===== src/rtl/shot_resolver_if.sv =====
// Controller <-> shot_resolver signal bundle.
// The master side (game controller) loads the board, issues shots and
// consumes responses; the slave side (shot_resolver) reports readiness,
// response codes and the remaining ship-cell count.
interface shot_resolver_if;
    logic       place_valid;
    logic [2:0] place_row;
    logic [2:0] place_col;
    logic       start;
    logic       shot_valid;
    logic [2:0] shot_row;
    logic [2:0] shot_col;
    logic       shot_ready;
    logic       resp_valid;
    logic [1:0] resp_code;
    logic       resp_ready;
    logic [4:0] cells_left;
    logic       all_sunk;

    modport master (
        output place_valid, place_row, place_col, start,
        output shot_valid, shot_row, shot_col, resp_ready,
        input  shot_ready, resp_valid, resp_code, cells_left, all_sunk
    );

    modport slave (
        input  place_valid, place_row, place_col, start,
        input  shot_valid, shot_row, shot_col, resp_ready,
        output shot_ready, resp_valid, resp_code, cells_left, all_sunk
    );
endinterface


===== src/rtl/shot_resolver.sv =====
// Battleship-style shot resolver for one N x N board.
// LOAD collects ship cells, ARMED waits for a shot, CHECK resolves it in a
// single cycle, RESP holds the response until the controller takes it, and
// DONE parks the block once every ship cell has been hit.
// Response codes: 00 miss, 01 hit, 10 repeat, 11 invalid coordinate.
module shot_resolver #(
    parameter int N = 5
) (
    input  logic           clk,
    input  logic           rst,
    shot_resolver_if.slave ctrl
);

    localparam int         CELLS     = N * N;
    localparam int         IDX_W     = $clog2(CELLS);
    localparam logic [2:0] EDGE      = 3'(N);
    localparam logic [4:0] CELLS_MAX = 5'(CELLS);

    localparam logic [1:0] CODE_MISS    = 2'b00;
    localparam logic [1:0] CODE_HIT     = 2'b01;
    localparam logic [1:0] CODE_REPEAT  = 2'b10;
    localparam logic [1:0] CODE_INVALID = 2'b11;

    typedef enum logic [2:0] {
        LOAD,
        ARMED,
        CHECK,
        RESP,
        DONE
    } state_t;

    state_t           state_q, state_d;
    logic [CELLS-1:0] ship_q, ship_d;
    logic [CELLS-1:0] shot_q, shot_d;
    logic [4:0]       cells_q, cells_d;
    logic [2:0]       row_q, row_d;
    logic [2:0]       col_q, col_d;
    logic [1:0]       code_q, code_d;

    logic             place_in_range;
    logic             shot_in_range;
    logic [IDX_W-1:0] place_idx;
    logic [IDX_W-1:0] shot_idx;

    // Row-major flat index of a cell; only meaningful for in-range coordinates.
    function automatic logic [IDX_W-1:0] cell_index(input logic [2:0] r, input logic [2:0] c);
        logic [4:0] flat;
        flat = 5'({2'b00, r} * 5'(N)) + {2'b00, c};
        return flat[IDX_W-1:0];
    endfunction

    assign place_in_range = (ctrl.place_row < EDGE) && (ctrl.place_col < EDGE);
    assign shot_in_range  = (row_q < EDGE) && (col_q < EDGE);
    assign place_idx      = cell_index(ctrl.place_row, ctrl.place_col);
    assign shot_idx       = cell_index(row_q, col_q);

    // Moore outputs decoded from the state and the registered response/count.
    assign ctrl.shot_ready = (state_q == ARMED);
    assign ctrl.resp_valid = (state_q == RESP);
    assign ctrl.resp_code  = code_q;
    assign ctrl.cells_left = cells_q;
    assign ctrl.all_sunk   = (state_q == DONE);

    // Next-state and board/counter updates for every state.
    always_comb begin
        state_d = state_q;
        ship_d  = ship_q;
        shot_d  = shot_q;
        cells_d = cells_q;
        row_d   = row_q;
        col_d   = col_q;
        code_d  = code_q;

        case (state_q)
            LOAD: begin
                // start takes precedence; a placement in the same cycle is dropped
                if (ctrl.start) begin
                    if (cells_q != 5'd0) begin
                        state_d = ARMED;
                    end
                end else if (ctrl.place_valid && place_in_range &&
                             !ship_q[place_idx] && (cells_q < CELLS_MAX)) begin
                    ship_d[place_idx] = 1'b1;
                    cells_d           = cells_q + 5'd1;
                end
            end

            ARMED: begin
                if (ctrl.shot_valid) begin
                    row_d   = ctrl.shot_row;
                    col_d   = ctrl.shot_col;
                    state_d = CHECK;
                end
            end

            CHECK: begin
                if (!shot_in_range) begin
                    code_d = CODE_INVALID;
                end else if (shot_q[shot_idx]) begin
                    code_d = CODE_REPEAT;
                end else if (ship_q[shot_idx]) begin
                    code_d           = CODE_HIT;
                    shot_d[shot_idx] = 1'b1;
                    if (cells_q != 5'd0) begin
                        cells_d = cells_q - 5'd1;
                    end
                end else begin
                    code_d           = CODE_MISS;
                    shot_d[shot_idx] = 1'b1;
                end
                state_d = RESP;
            end

            RESP: begin
                if (ctrl.resp_ready) begin
                    state_d = (cells_q == 5'd0) ? DONE : ARMED;
                end
            end

            DONE: begin
                state_d = DONE;
            end

            default: begin
                state_d = LOAD;
            end
        endcase
    end

    // State and datapath registers with synchronous active-low reset.
    always_ff @(posedge clk) begin
        if (!rst) begin
            state_q <= LOAD;
            ship_q  <= '0;
            shot_q  <= '0;
            cells_q <= 5'd0;
            row_q   <= 3'd0;
            col_q   <= 3'd0;
            code_q  <= CODE_MISS;
        end else begin
            state_q <= state_d;
            ship_q  <= ship_d;
            shot_q  <= shot_d;
            cells_q <= cells_d;
            row_q   <= row_d;
            col_q   <= col_d;
            code_q  <= code_d;
        end
    end

endmodule


===== src/flat_wrapper.sv =====
// flat-port wrapper written by rule: the top's interface ports become plain ports
module shot_resolver_flat 
#(
    parameter int N = 5
)
  (clk, rst, ctrl_place_valid, ctrl_place_row, ctrl_place_col, ctrl_start, ctrl_shot_valid, ctrl_shot_row, ctrl_shot_col, ctrl_resp_ready, ctrl_shot_ready, ctrl_resp_valid, ctrl_resp_code, ctrl_cells_left, ctrl_all_sunk);
  shot_resolver_if ctrl_i ();
  input  logic clk;
  input  logic rst;
  input wire logic [$bits(ctrl_i.place_valid)-1:0] ctrl_place_valid;
  input wire logic [$bits(ctrl_i.place_row)-1:0] ctrl_place_row;
  input wire logic [$bits(ctrl_i.place_col)-1:0] ctrl_place_col;
  input wire logic [$bits(ctrl_i.start)-1:0] ctrl_start;
  input wire logic [$bits(ctrl_i.shot_valid)-1:0] ctrl_shot_valid;
  input wire logic [$bits(ctrl_i.shot_row)-1:0] ctrl_shot_row;
  input wire logic [$bits(ctrl_i.shot_col)-1:0] ctrl_shot_col;
  input wire logic [$bits(ctrl_i.resp_ready)-1:0] ctrl_resp_ready;
  output wire logic [$bits(ctrl_i.shot_ready)-1:0] ctrl_shot_ready;
  output wire logic [$bits(ctrl_i.resp_valid)-1:0] ctrl_resp_valid;
  output wire logic [$bits(ctrl_i.resp_code)-1:0] ctrl_resp_code;
  output wire logic [$bits(ctrl_i.cells_left)-1:0] ctrl_cells_left;
  output wire logic [$bits(ctrl_i.all_sunk)-1:0] ctrl_all_sunk;
  assign ctrl_i.place_valid = ctrl_place_valid;
  assign ctrl_i.place_row = ctrl_place_row;
  assign ctrl_i.place_col = ctrl_place_col;
  assign ctrl_i.start = ctrl_start;
  assign ctrl_i.shot_valid = ctrl_shot_valid;
  assign ctrl_i.shot_row = ctrl_shot_row;
  assign ctrl_i.shot_col = ctrl_shot_col;
  assign ctrl_i.resp_ready = ctrl_resp_ready;
  assign ctrl_shot_ready = ctrl_i.shot_ready;
  assign ctrl_resp_valid = ctrl_i.resp_valid;
  assign ctrl_resp_code = ctrl_i.resp_code;
  assign ctrl_cells_left = ctrl_i.cells_left;
  assign ctrl_all_sunk = ctrl_i.all_sunk;
  shot_resolver #(.N(N)) u_core (.clk(clk), .rst(rst), .ctrl(ctrl_i));
endmodule

===== config.mk =====
export PLATFORM = sky130hd
export DESIGN_NAME = shot_resolver_flat
export DESIGN_NICKNAME = d
export VERILOG_FILES = /design/src/rtl/shot_resolver_if.sv /design/src/rtl/shot_resolver.sv /design/src/flat_wrapper.sv
export SDC_FILE = /design/constraint.sdc
export NUM_CORES = 1
export LEC_CHECK = 0
export ABC_AREA = 1
export BUFFER_PORTS_ARGS = -buffer_cell sky130_fd_sc_hd__buf_2
export CAP_MARGIN = 5
export CORE_MARGIN = 5
export CORE_UTILIZATION = 45
export DETAILED_ROUTE_END_ITERATION = 12
export GPL_TIMING_DRIVEN = 0
export SETUP_SLACK_MARGIN = 0.05
export SLEW_MARGIN = 20
export SYNTH_ARGS = -nofsm -noshare
export SYNTH_HDL_FRONTEND = slang
export SYNTH_SLANG_ARGS = --single-unit

===== constraint.sdc =====
create_clock -name clk -period 3.2 [get_ports clk]
set_clock_uncertainty 0.05 [all_clocks]
set_input_delay 0.48 -clock clk [delete_from_list [all_inputs] [get_ports clk]]
set_output_delay 0.48 -clock clk [all_outputs]
set_load 0.02 [all_outputs]

==> qor.tcl, run 1 <==
set qor(wp_data_required_ns) 3.43
set qor(diodes) 0
set qor(synth_sequential_area_ratio) 0.330
set qor(pwr-share-clk) 0.251
set qor(max_clock_freq_mhz) 342
set qor(global_route.usage.total) 0.197
set qor(peakVddDrop_mv) 0.377
set qor(netlist_instances) 610
set qor(detailed_place.area_mm2) 0.00427
set qor(fin_hold_ws_ns) 0.336
set qor(finalHoldViolCount) 0
set qor(cts_buffers) 9
set qor(report.final.slew_viol_count) 0
set qor(floorplan.die.width_um) 104
set qor(leakagePower_uw) 0.00202
set qor(synth.lib_cells_used.distinct) 31
set qor(numClockSinks) 66
set qor(post_syn_area_mm2) 0.00400
set qor(finalInstanceArea_mm2) 0.00458
set qor(initial_utilization) 0.461
set qor(critPathLaunchType) {register}
set qor(clockBufferDepth) 2
set qor(clock_root_buffer) {sky130_fd_sc_hd__clkbuf_8}
set qor(outcome) {finished, final reports clean}
set qor(post_detailed_placement_half_perimeter_wirelength_um) 7710
set qor(cpMostUsedCell) {sky130_fd_sc_hd__nor2_1}
set qor(gp_congestion) 0.872
set qor(postSynthAreaPerCell_um2) 6.56
set qor(path_class) {register to register}
set qor(critical-path-slowest-cell) {sky130_fd_sc_hd__fa_1}
set qor(layout_min_cycle_time_ns) 2.93
set qor(cp_slowest_stage_delay_ns) 0.55
set qor(io_pins) 28
set qor(synth_warnings) 0
set qor(ys_seq_elements) 66
set qor(die_height_um) 104
set qor(grt_pass1_vias) 3823
set qor(firstDrtPassIters) 5
set qor(setup_tns_ns) 0
set qor(total_number_of_vias) 3961
set qor(switching_share_of_power) 0.436
set qor(routedWlPerCell_um) 13.9
set qor(total_number_of_placement_rows) 34
set qor(dr.first_iter.drc_count) 224
set qor(finalNetCount) 688
set qor(finalCritPeriodShare) 0.915
set qor(antenna_left) 0
set qor(antenna_found_initial) 0
set qor(clk-insertion-delay-late_ns) 0.35
set qor(grt_first_pass_wirelength_um) 17900
set qor(post-layout-total-power_uw) 3440
set qor(worst-path-max-fanout) 10
set qor(cts_hold_repair.buffers) 0
set qor(grt_max_degree) 13
set qor(finalWorstSetupSlack_ns) 0.274
set qor(hp-class) {input port to register}
set qor(nFillCells) 909
set qor(cts_tree) {yes}
set qor(maxSlewHeadroom) 0.626
set qor(switching_power_uw) 1500
set qor(p_seq_frac) 0.276
set qor(core_mm2) 0.00868
set qor(cts_htree_levels) 3
set qor(die_area_mm2) 0.0109
set qor(flow.area_growth_from_synthesis_pct) 14.4
set qor(clkSlewWorstSetupHoldPaths_ns) 0.08
set qor(number_of_maximum_capacitance_violations) 0
set qor(worst_ep_arrival_time_ns) 3.16
set qor(grt_setup_unrepaired) {no}
set qor(internal_power_of_the_cells_uw) 1940
set qor(avgViaCountPerCell) 5.20
set qor(critical_path.cell_chain) {ha_4, ha_4, fa_1, buf_6, inv_1, buf_6, o21ai_0, nor2_1, nor2_1, nor2_1, nor2_1, nand3_1, nand2_2, nand3_4, nand2_2, nand2_1, nor2_1}
set qor(drt_wl_total_um) 10600
set qor(syn-num-nets) 650
set qor(grt_overflow_total) 0
set qor(tightestPinTransition_ns) 0.561
set qor(dp_worst_setup_slack_ns) -0.222
set qor(detail_route.drc_violations) 0
set qor(post_route_cells_drive_above_1_share) 0.135
set qor(power_per_cell_area_mw_per_mm2) 752
set qor(io_buffers) 27
set qor(combPwrFrac) 0.472
set qor(endpoint_kind) {register}
set qor(report.final.setup_viol) 0
==> kinds of logic after synthesis <==
| family | count (synthesis) | share of synthesized area |
|---|---|---|
| DFF | 66 | 0.330 |
| AOI/OAI and AO/OA | 87 | 0.114 |
| adders and majority gates | 22 | 0.0744 |
| and+or+nand+nor | 318 | 0.349 |
| buffers and inverters | 111 | 0.120 |
| xor gates and xnor gates | 6 | 0.0131 |
==> per-layer routing <==
layer  vias up  routed length [um]  track usage  share of wire
met1      1796                5050        0.272           0.48
met4         0                 256       0.0749          0.024
met2        98                4730        0.309           0.45
li1       2045                   -            -              -
met3        22                 537       0.0267          0.051
met5         -                   0            0              0
==> critical path, delay by kind of cell, from the launching register on <==
family / cells / cell delay [ns]
fa+ha+maj: 3 / 1.04
simple gates: 10 / 1.00
flops: 1 / 0.37
buf+inv: 3 / 0.34
compound gates: 1 / 0.07
==> power groups by stage <==
| stage | logic (uW) | clock network (uW) | registers [uW] |
|---|---|---|---|
| after floorplan | 1100 | 0 | 993 |
| after global placement | 1520 | 0 | 965 |
| after detailed placement | 1530 | 0 | 965 |
| after CTS | 1570 | 882 | 947 |
| after global routing | 1830 | 919 | 966 |
| final | 1630 | 865 | 952 |
==> layout by cell type, fill, tap and decap left out, types with 4 or more instances in the layout <==
cell type / n
sky130_fd_sc_hd__xnor2_1: 4
sky130_fd_sc_hd__nand2_2: 5
sky130_fd_sc_hd__nor2_4: 4
sky130_fd_sc_hd__a21oi_1: 56
sky130_fd_sc_hd__nand2_1: 137
sky130_fd_sc_hd__clkbuf_8: 9
sky130_fd_sc_hd__ha_1: 17
sky130_fd_sc_hd__nor3_1: 6
sky130_fd_sc_hd__nand3_1: 44
sky130_fd_sc_hd__buf_2: 30
sky130_fd_sc_hd__inv_2: 6
sky130_fd_sc_hd__nand4_1: 30
sky130_fd_sc_hd__nor2_1: 83
sky130_fd_sc_hd__o21ai_0: 21
sky130_fd_sc_hd__dfxtp_1: 64
sky130_fd_sc_hd__buf_6: 8
sky130_fd_sc_hd__nor2_2: 6
sky130_fd_sc_hd__buf_4: 4
sky130_fd_sc_hd__inv_1: 83
sky130_fd_sc_hd__clkbuf_1: 6
==> flip-flops by register name, indices dropped and copies added, names as in the netlist <==
name / count
u_core.ctrl.resp_code: 2
u_core.row_q: 3
u_core.ctrl.cells_left: 5
u_core.shot_q: 25
u_core.state_q: 3
u_core.ship_q: 25
u_core.col_q: 3
==> layout make-up <==
| type | instances | area, um^2 | share of cell area |
|---|---|---|---|
| plain buffers | 20 | 150 | 0.0328 |
| well taps | 108 | 135 | 0.0295 |
| flip-flops and latches | 66 | 1330 | 0.290 |
| clock inverters | 7 | 116 | 0.0254 |
| repair buffers | 28 | 143 | 0.0311 |
| multi-input cells | 433 | 2250 | 0.491 |
| clock buffers | 9 | 124 | 0.0270 |
| inverters | 90 | 338 | 0.0738 |
==> worst paths after layout <==
check             slack (ns)                   endpoint  cells after the start               from
setup / recovery        0.27  u_core.ctrl.cells_left[1]                     17    u_core.row_q[0]
setup reg to reg        0.27  u_core.ctrl.cells_left[1]                     17    u_core.row_q[0]
hold reg to reg         0.41          u_core.shot_q[22]                      2  u_core.shot_q[22]
hold / removal          0.34            u_core.col_q[2]                      3   ctrl_shot_col[2]
==> through the flow <==
step / cells / utilization
6_report: 761 / 0.528
5_1_grt: 761 / 0.528
4_1_cts: 761 / 0.523
3_5_place_dp: 745 / 0.492
3_3_place_gp: 745 / 0.492
2_1_floorplan: 610 / -
==> cells in the mapped netlist, drive strengths merged <==
master  count  area (um^2)
ha         19          238
clkbuf      7         26.3
nand3      46          240
a21oi      57          285
xnor2       4         35.0
o21bai      1         7.51
or2         1         6.26
inv        89          334
nand4      30          188
clkinv      1         3.75
nor2       93          389
dfxtp      66         1320
nand2     142          543
o31ai       1         7.51
xor2        2         17.5
o22ai       1         6.26
o21ai      24          120
nor3        6         30.0
fa          3         60.1
o21a        1         7.51
buf        14          115
o311ai      1         8.76
o221a       1         11.3
==> timing repair <==
action                                  in CTS  in global routing
endpoints found under the setup margin      23                 52
pin swaps                                    2                  5
resized for setup                            4                 13
setup buffers                                0                  1
(Power assumes the default switching activity.)
==> run 2, diff against run 1 <==
--- a/config.mk
+++ b/config.mk
@@ -12,6 +12,7 @@
 export CORE_UTILIZATION = 45
 export DETAILED_ROUTE_END_ITERATION = 12
 export GPL_TIMING_DRIVEN = 0
+export PLACE_DENSITY = 0.73
 export SETUP_SLACK_MARGIN = 0.05
 export SLEW_MARGIN = 20
 export SYNTH_ARGS = -nofsm -noshare
==> qor.tcl, run 2 (synthesized netlist as in run 1, its figures left out) <==
set qor(outcome) {finished, final reports clean}
set qor(floorplan.die.width_um) 104 ;# unchanged
set qor(detail_route.drc_violations) 0 ;# unchanged
set qor(post_route_cells_drive_above_1_share) 0.130 ;# -0.00439
set qor(cts_htree_levels) 3 ;# unchanged
set qor(regArea_mm2) 0.00133 ;# unchanged
set qor(firstDrtPassIters) 5 ;# unchanged
set qor(core_mm2) 0.00868 ;# unchanged
set qor(gr-max-usage-layer) {met2}
set qor(global_route.usage.total) 0.191 ;# -0.00551
set qor(gr-usage-met3) 0.0310 ;# +0.00435
set qor(io_buffers) 27 ;# unchanged
set qor(grt_first_pass_wirelength_um) 17500 ;# -2.1%
set qor(clk-insertion-delay-late_ns) 0.35 ;# about the same
set qor(grt.met1_usage) 0.243 ;# -0.0290
set qor(numClockSinks) 66 ;# unchanged
set qor(cts_hold_repair.buffers) 0 ;# unchanged
set qor(timing.reg2reg.worst_path_depth) 16 ;# -1
set qor(worst_ep_arrival_time_ns) 3.10 ;# -0.06 ns
set qor(clkSlewWorstSetupHoldPaths_ns) 0.07 ;# about the same
set qor(reg2reg_to) {u_core.ctrl.cells_left[4]}
set qor(finalCritPeriodShare) 0.919 ;# +0.00440
set qor(mostFrequentLayoutCells) {138 x sky130_fd_sc_hd__nand2_1, 83 x sky130_fd_sc_hd__inv_1, 83 x sky130_fd_sc_hd__nor2_1}
set qor(clock_root_buffer) {sky130_fd_sc_hd__clkbuf_8}
set qor(routedWlPerCell_um) 13.6 ;# -2.1%
set qor(r2r_setup_slack_ns) 0.26 ;# about the same
set qor(hold_path_depth) 3 ;# unchanged
set qor(max_clock_freq_mhz) 340 ;# -0.48%
set qor(layout_commonest_cell) {sky130_fd_sc_hd__nand2_1}
set qor(tightestPinTransition_ns) 0.521 ;# -0.0404 ns
set qor(wp_data_required_ns) 3.36 ;# -0.07 ns
set qor(leakagePower_uw) 0.00200 ;# -0.95%
set qor(nFillCells) 861 ;# -5.3%
set qor(dr.first_iter.drc_count) 263 ;# +17%
set qor(finish.cell_count_without_fillers) 760 ;# -0.13%
set qor(grt_overflow_total) 0 ;# unchanged
set qor(setup_tns_ns) 0 ;# unchanged
set qor(total_number_of_placement_rows) 34 ;# unchanged
set qor(grt_setup_unrepaired) {no}
set qor(total_number_of_vias) 3961 ;# unchanged
set qor(power_per_cell_area_mw_per_mm2) 720 ;# -4.3%
set qor(cts_tree) {yes}
set qor(antenna_left) 0 ;# unchanged
set qor(grtUsageMet2) 0.321 ;# +0.0118
set qor(path_class) {register to register}
set qor(grt_pass1_vias) 3885 ;# +1.6%
set qor(critPathLaunchType) {register}
set qor(maxSlewHeadroom) 0.653 ;# +0.0269
set qor(cts_buffers) 9 ;# unchanged
set qor(io_pins) 28 ;# unchanged
set qor(grt_max_degree) 11 ;# -2
set qor(gp_congestion) 0.870 ;# -0.17%
set qor(number_of_maximum_capacitance_violations) 0 ;# unchanged
set qor(report.final.slew_viol_count) 0 ;# unchanged
set qor(avgViaCountPerCell) 5.21 ;# +0.13%
set qor(endpoint_kind) {register}
set qor(diodes) 0 ;# unchanged
set qor(flow.area_growth_from_synthesis_pct) 12.8
set qor(peakVddDrop_mv) 0.472 ;# +25%
set qor(hp-start) {ctrl_shot_col[1]}
set qor(finalNetCount) 688 ;# unchanged
set qor(reg2reg_from) {u_core.row_q[0]}
set qor(post_detailed_placement_half_perimeter_wirelength_um) 7550 ;# -2.1%
set qor(initial_utilization) 0.461 ;# unchanged
set qor(die_area_mm2) 0.0109 ;# unchanged
set qor(drt_wl_total_um) 10300 ;# -2.2%
set qor(clockBufferDepth) 2 ;# unchanged
set qor(min_to) {u_core.col_q[1]}
set qor(multiInputGateArea_mm2) 0.00224 ;# -0.50%
set qor(finalHoldViolCount) 0 ;# unchanged
set qor(layout_min_cycle_time_ns) 2.94 ;# +0.0141 ns
set qor(antenna_found_initial) 0 ;# unchanged
set qor(worst-path-max-fanout) 10 ;# unchanged
set qor(post_place_cells) 745 ;# unchanged
set qor(hp-class) {input port to register}
set qor(report.final.setup_viol) 0 ;# unchanged
set qor(die_height_um) 104 ;# unchanged
run 2: cell count changes in the layout (fill, tap and decap cells not counted), sizes merged:
| cell | change |
|---|---|
| clkbuf | +4 |
| bufinv | -3 |
| inv | -1 |
| clkinvlp | -1 |
run 2: power by group:
| group | leakage, uW | switching [uW] | internal, uW |
|---|---|---|---|
| Sequential | 0.000535 | 63.6 | 891 |
| Clock | 0.000101 | 327 | 360 |
| Combinational | 0.00137 | 1080 | 529 |
run 2: through the flow:
stage | worst slack [ns] | util | hold WS, ns | cell area (um^2) | power (uW)
after CTS | 0.0890 | 0.517 | 0.330 | 4480 | 3180
after floorplan | 0.291 | - | 0.380 | 4000 | 2090
after global placement | -0.174 | 0.492 | 0.388 | 4270 | 2450
after global routing | 0.0723 | 0.520 | 0.348 | 4510 | 3500
after detailed placement | -0.251 | 0.492 | 0.395 | 4270 | 2480
final | 0.259 | 0.520 | 0.333 | 4510 | 3250
run 2: cell type report:
class / count / area share
repair buffers: 28 / 0.0316
clock buffers: 13 / 0.0396
inverters: 90 / 0.0749
clock inverters: 2 / 0.00222
plain buffers: 20 / 0.0324
well taps: 108 / 0.0299
multi-input cells: 433 / 0.495
flip-flops and latches: 66 / 0.294
run 2: worst max-delay path by stage:
stage                      start                         to  slack (ns)  depth (start not counted)
2_1_floorplan  ctrl_place_row[0]           u_core.ship_q[5]        0.29                         15
3_3_place_gp   ctrl_place_row[0]          u_core.ship_q[23]       -0.17                         16
3_5_place_dp   ctrl_place_row[0]           u_core.ship_q[9]       -0.25                         16
4_1_cts          u_core.row_q[0]  u_core.ctrl.cells_left[4]        0.09                         16
5_1_grt          u_core.row_q[0]  u_core.ctrl.cells_left[4]        0.07                         16
6_report         u_core.row_q[0]  u_core.ctrl.cells_left[4]        0.26                         16
run 2: what timing repair did:
item,in CTS,in global routing
resized for setup,3,10
setup buffers,0,1
pin swaps,1,2
cloned,0,0
endpoints found under the setup margin,6,52
run 2: worst max-delay path, stage by stage (launching register included):
cell and delay, ns:
sky130_fd_sc_hd__dfxtp_4 0.36, sky130_fd_sc_hd__ha_4 0.24, sky130_fd_sc_hd__ha_4 0.25, sky130_fd_sc_hd__fa_1 0.56, sky130_fd_sc_hd__buf_6 0.13, sky130_fd_sc_hd__inv_1 0.06
sky130_fd_sc_hd__buf_4 0.17, sky130_fd_sc_hd__o21ai_0 0.08, sky130_fd_sc_hd__nor2_1 0.06, sky130_fd_sc_hd__nor2_1 0.10, sky130_fd_sc_hd__nor2_1 0.05, sky130_fd_sc_hd__nor2_1 0.14
sky130_fd_sc_hd__nand3_1 0.12, sky130_fd_sc_hd__nand2_2 0.14, sky130_fd_sc_hd__nand3_4 0.12, sky130_fd_sc_hd__nand2_1 0.09, sky130_fd_sc_hd__a21oi_1 0.07
run 2: metal layers:
layer  part of all wire  up-vias  wire length, um
met1               0.46     1802             4780
li1                   -     2040                -
met4              0.011        0              114
met2               0.47      107             4880
met5                  0        -                0
met3              0.055       12              566
